## src/rtl/scan_sequencer.sv

```systemverilog
// rtl/scan_sequencer.sv - scan index sequencer driving a 2-to-4 one-hot decoder
// Presents sel with valid/ready, then dwells (timed) or waits for a step before advancing.
module scan_sequencer #(
    parameter int DIV_WIDTH = 16
) (
    input  logic                 clk,
    input  logic                 rst,
    input  logic                 en,
    input  logic                 mode,
    input  logic                 step,
    input  logic [DIV_WIDTH-1:0] div,
    input  logic                 sel_ready,
    output logic [1:0]           sel,
    output logic                 sel_valid,
    output logic                 tick,
    output logic                 wrap,
    output logic                 busy
);

    typedef enum logic [1:0] {
        IDLE     = 2'd0,
        PRESENT  = 2'd1,
        DWELL    = 2'd2,
        STEPWAIT = 2'd3
    } state_t;

    state_t               state_q, state_d;
    logic [1:0]           sel_q, sel_d;
    logic [DIV_WIDTH-1:0] cnt_q, cnt_d;
    logic                 sel_valid_q, sel_valid_d;
    logic                 tick_q, tick_d;
    logic                 wrap_q, wrap_d;
    logic                 busy_q, busy_d;
    logic                 xfer;
    logic                 adv;

    always_comb begin
        state_d = state_q;
        cnt_d   = cnt_q;
        adv     = 1'b0;
        xfer    = (state_q == PRESENT) && sel_ready;

        case (state_q)
            IDLE: begin
                if (en) state_d = PRESENT;
            end
            PRESENT: begin
                if (xfer) begin
                    if (!en) begin
                        state_d = IDLE;
                        adv     = 1'b1;
                    end else if (!mode) begin
                        state_d = DWELL;
                        cnt_d   = div;
                    end else begin
                        state_d = STEPWAIT;
                    end
                end
            end
            DWELL: begin
                // Dropping en wins over an expiring counter so IDLE always holds the next index.
                if (!en) begin
                    state_d = IDLE;
                    adv     = 1'b1;
                end else if (cnt_q == '0) begin
                    state_d = PRESENT;
                    adv     = 1'b1;
                end else begin
                    cnt_d = cnt_q - 1'b1;
                end
            end
            STEPWAIT: begin
                if (!en || step) begin
                    state_d = en ? PRESENT : IDLE;
                    adv     = 1'b1;
                end
            end
            default: state_d = IDLE;
        endcase

        sel_d       = adv ? sel_q + 2'd1 : sel_q;
        sel_valid_d = (state_d == PRESENT);
        busy_d      = (state_d != IDLE);
        tick_d      = xfer;
        wrap_d      = adv && (sel_q == 2'd3);
    end

    always_ff @(posedge clk) begin
        if (rst) begin
            state_q     <= IDLE;
            sel_q       <= 2'd0;
            cnt_q       <= '0;
            sel_valid_q <= 1'b0;
            tick_q      <= 1'b0;
            wrap_q      <= 1'b0;
            busy_q      <= 1'b0;
        end else begin
            state_q     <= state_d;
            sel_q       <= sel_d;
            cnt_q       <= cnt_d;
            sel_valid_q <= sel_valid_d;
            tick_q      <= tick_d;
            wrap_q      <= wrap_d;
            busy_q      <= busy_d;
        end
    end

    assign sel       = sel_q;
    assign sel_valid = sel_valid_q;
    assign tick      = tick_q;
    assign wrap      = wrap_q;
    assign busy      = busy_q;

endmodule

```

## config.mk

```make
export PLATFORM = sky130hd
export DESIGN_NAME = scan_sequencer
export DESIGN_NICKNAME = d
export VERILOG_FILES = /design/src/rtl/scan_sequencer.sv
export SDC_FILE = /design/constraint.sdc
export NUM_CORES = 1
export LEC_CHECK = 0
export ABC_AREA = 1
export CAP_MARGIN = 20
export CORE_UTILIZATION = 41
export DETAILED_ROUTE_END_ITERATION = 10
export GPL_TIMING_DRIVEN = 1
export PLACE_DENSITY_LB_ADDON = 0.2
export RECOVER_POWER = 25
export SLEW_MARGIN = 20
export SYNTH_ARGS = -nofsm -noshare
export SYNTH_HDL_FRONTEND = slang
export SYNTH_SLANG_ARGS = --single-unit
```

## constraint.sdc

```tcl
create_clock -name clk -period 2.1 [get_ports clk]
set_input_delay 0.63 -clock clk [delete_from_list [all_inputs] [get_ports clk]]
set_output_delay 0.63 -clock clk [all_outputs]
set_load 0.01 [all_outputs]
```

# == Word level (Yosys, flattened, before mapping) ==
# Index checks and enable logic that the tools add are counted.
# op_classes
eq_ne,10
reduce_logical,9
muxes,21
n_addsub,2
# op_table
cell,count
2-to-1 mux 16 bit,5
case mux 16 bit (2 select lines),1
zero test 16 bit,1
subtractor 16 x 1 -> 16 bit (second input constant),1
2-to-1 mux 2 bit,6
!= test 2 bit (second input constant),5
case mux 2 bit (4 select lines),1
2-to-1 mux 1 bit,7
== test 2 bit (second input constant),3
AND reduction 6 bit,1
== test 2 x 1 -> 1 bit (second input constant),2
nonzero test 2 bit,2
case mux 1 bit (3 select lines),1
adder 2 x 1 -> 2 bit (second input constant),1
logical AND 1 bit,2
zero test 2 bit,1
zero test 1 bit,1
logical OR 1 bit,1
# totals
output_inout_bits,6
regBits,24

# == Logic depth before layout (Yosys ltp) ==
# depth
word_depth,5
depth_mapped,10

# == Least setup slack after synthesis ==
# No wires, ideal clock.
# synth_timing
kind,in2reg
from,input sel_ready
to,register cnt_q[7]
cell_stages,8
arrival_ps,1384
slack_ps,601
setup_ps,116
n_path_buf,1
path_cell_list,inv_1 nor2_1 nand2_2 a21oi_4 nand2_2 buf_6 o21ai_0 nor2_1
# synth_via
elab_chain_cells,3
# synth_lines
item,line_no,rtl
start: declaration,12,"input logic sel_ready,"
logical AND 1 bit,41,xfer = (state_q == PRESENT) && sel_ready;
!= test 2 bit (no line),--,
AND reduction 6 bit (no line),--,
end signal: assignment,100,cnt_q <= cnt_d;
end: declaration,29,"logic [DIV_WIDTH-1:0] cnt_q, cnt_d;"
# No other way between the ends.
# A chain may end at the register's enable or synchronous reset.

# == Worst setup path in the final report ==
# Same ends and word-level chain as after synthesis.

==> metrics <==
worst hold path stage count=2; DRC violations left=0; Static Leakage=between 0.9 and 1 nW; antenna diode count=0; Wirelength per Cell=10.4 µm; critical path start-end classification=primary input to flip-flop; count of input and output buffers=27; Routed Antenna Nets=0; fin util=0.560; worst clock skew=around 0.0072 ns; wire length of the first global-routing pass=5.71 mm; Hold Vio Cnt, Final=0; power share of the clock group=0.373; status=finished, final reports clean; R2R Path Start=cnt_q[0]; data arrival time of the critical path=between 2 and 2.5 ns; number of nets in the finished design=307; vias in the first global route=about 1300; number of placement rows=21; mean cell area of the mapped netlist=6.05 µm²; Final period util=0.904; Die X=about 63 µm; Routability Congestion=0.802; mean number of vias per cell=4.72; total setup buffers inserted after CTS=0; Multi-input gate area=878 µm²; Post-Route WL=3.43 mm; count of yosys warnings during synthesis=0; max-capacitance violation count=0; synthesized instance count=between 200 and 300; part of the total power dissipated in sequential elements=0.431; total power consumption of the routed design=about 1.1 mW; final-layout fill cell count=348; setup violation total in the final timing report=0; clock network latency to the later pin of the worst-skew pair=0.28 ns; TritonCTS clock tree=done; number of clock sinks=24; length of the first detailed-routing pass in iterations=4; overall track demand over capacity in global routing=0.183; Slew Limit Headroom=0.550; Worst IR Drop VDD=0.263 mV; Via Count=1548; net switching fraction of the power=0.259; FF-to-FF End=cnt_q[7]; startpoint class of the critical path=primary input; Worst setup EP type=flip-flop; cts repair resizes=0; overflow left after global routing=0; Worst R2R Path Depth=10; area growth from synthesis to layout=27.5%; distinct cell type count of the synthesized netlist=28; slack of the worst reg-to-reg path=about 0.43 ns; DIE AREA=3930 µm²; Post-CTS Hold Fix Bufs=0; net switching power=a little under 0.3 mW; setup repair after global routing missed its margin=false; initial antenna violation count=0; Cell Area, Synth=1510 µm²; critical path required time=around 2.3 ns; largest driver fanout on the critical path=9; ratio of cells with drive above 1 in the final layout=0.0957; top-level port count=28; Max Freq=526 MHz; logic gate share of total power=0.196; max-slew violations=0; maximum clock path buffer count=2; P_int=a little over 0.8 mW; clock transition at the registers of the reported paths=0.09 ns; final critical delay including setup and external delays=1.90 ns; hold worst-path end=cnt_q[1]; footprint of the flip-flops and latches=480 µm²; pin count of the biggest net entering global routing=16; die height=between 60 and 70 µm; total core area=3440 µm²; portion of the post-synthesis area used by sequential elements=0.318; post-synthesis net count=274; First DRT Iteration DRCs=66; register bit count reported by yosys=24; root buffer cell=clkbuf_8; TritonCTS Buffers=3; HP Start=cnt_q[1]; power per standard cell area=580 nW/µm²; H-tree levels=1; actual transition at the worst max-transition pin=0.676 ns; worst hold path class=flip-flop to flip-flop; Initial Util=0.439; dpl hpwl=2.55 mm
[power by group through the flow]
| stage | combinational [mW] | clock, mW | sequential, mW |
|---|---|---|---|
| 2_1_floorplan | 0.137 | 0 | 0.493 |
| 3_3_place_gp | 0.218 | 0 | 0.492 |
| 3_5_place_dp | 0.219 | 0 | 0.492 |
| 4_1_cts | 0.221 | 0.431 | 0.482 |
| 5_1_grt | 0.249 | 0.454 | 0.484 |
| 6_report | 0.219 | 0.416 | 0.482 |
[area by class of cell]
class / instances / area share
clock buffers: 3 / 0.0214
repair buffers: 35 / 0.169
clock inverters: 1 / 0.0156
inverters: 30 / 0.0584
multi-input cells: 189 / 0.456
flip-flops and latches: 24 / 0.249
well taps: 46 / 0.0299
[cell usage after synthesis (all sizes together)]
cell type / instances / area (µm²)
clkbuf: 2 / 7.51
o21ai: 16 / 80.1
nor3: 1 / 5.00
nand3b: 4 / 30.0
or2: 2 / 12.5
buf: 5 / 32.5
nand3: 18 / 90.1
xnor2: 1 / 8.76
nand4: 1 / 6.26
ha: 2 / 25.0
inv: 30 / 113
o31ai: 2 / 15.0
nor2: 49 / 204
a21oi: 15 / 93.9
a31oi: 1 / 6.26
nand2: 76 / 293
xor2: 1 / 8.76
dfxtp: 24 / 480
[placed cells by master (no fill, tap or decap)]
| cell | netlist | routed |
|---|---|---|
| nand2_1 | 73 | 73 |
| nor2_1 | 45 | 45 |
| inv_1 | 26 | 26 |
| clkdlybuf4s50_1 | 0 | 26 |
| dfxtp_1 | 24 | 24 |
| nand3_1 | 18 | 18 |
| o21ai_0 | 15 | 15 |
| a21oi_1 | 12 | 12 |
| buf_4 | 1 | 6 |
| inv_2 | 4 | 4 |
| nand3b_1 | 4 | 4 |
| nand2_2 | 3 | 3 |
| clkbuf_8 | 0 | 3 |
| o31ai_1 | 2 | 2 |
| nor2_4 | 2 | 2 |
| nor2_2 | 2 | 2 |
| a21oi_2 | 2 | 2 |
| or2_2 | 2 | 2 |
| ha_1 | 2 | 2 |
| o21ai_1 | 1 | 1 |
| a21oi_4 | 1 | 1 |
| nand4_1 | 1 | 1 |
| a31oi_1 | 1 | 1 |
| nor3_1 | 1 | 1 |
| xnor2_1 | 1 | 1 |
| xor2_1 | 1 | 1 |
| bufinv_16 | 0 | 1 |
| dlygate4sd3_1 | 0 | 1 |
| clkbuf_4 | 0 | 1 |
| clkbuf_1 | 2 | 1 |
[cell families after synthesis]
| group | Yosys count | synth area share |
|---|---|---|
| xor+xnor | 2 | 0.0116 |
| flops | 24 | 0.318 |
| buf+inv | 37 | 0.101 |
| compound gates | 34 | 0.129 |
| fa+ha+maj | 2 | 0.0166 |
| simple gates | 151 | 0.424 |
[registers in the layout, indices dropped and copies added, names as in the netlist]
name       cells
busy           1
state_q        2
tick           1
sel            2
wrap           1
sel_valid      1
cnt_q         16
[worst max path at each step]
stage	slack [ns]	startpoint	cells after the start	endpoint
after floorplan	0.60	sel_ready	8	cnt_q[7]
after global placement	0.02	sel_ready	10	cnt_q[7]
after detailed placement	-0.02	sel_ready	10	cnt_q[7]
after CTS	0.25	sel[0]	1	sel[0]
after global routing	0.09	sel_ready	10	cnt_q[7]
final	0.20	sel_ready	10	cnt_q[7]
[worst max-delay path: stages]
cell and delay (ns):
dlygate4sd3_1 0.54, inv_1 0.04, nor2_1 0.10, nand2_2 0.09, a21oi_4 0.14, nand2_2 0.10
buf_4 0.18, o21ai_0 0.15, inv_1 0.05, nor2_1 0.09
[through the flow]
step	area [µm²]	TNS [ns]	hold WS (ns)	cells	setup WS (ns)
2_1_floorplan	1510	0	0.448	250	0.601
3_3_place_gp	1860	0	0.467	324	0.0201
3_5_place_dp	1860	-0.0231	0.466	324	-0.0231
4_1_cts	1930	0	0.482	328	0.252
5_1_grt	1930	0	0.514	328	0.0910
6_report	1930	0	0.478	328	0.201
[per-layer routing]
layer,global-route usage,vias to the layer above,share of wire
li1,-,857,-
met1,0.241,657,0.50
met2,0.298,29,0.44
met3,0.0255,5,0.041
met4,0.0785,0,0.015
met5,0,-,0
No activity file was read; power rests on OpenSTA's default activity.
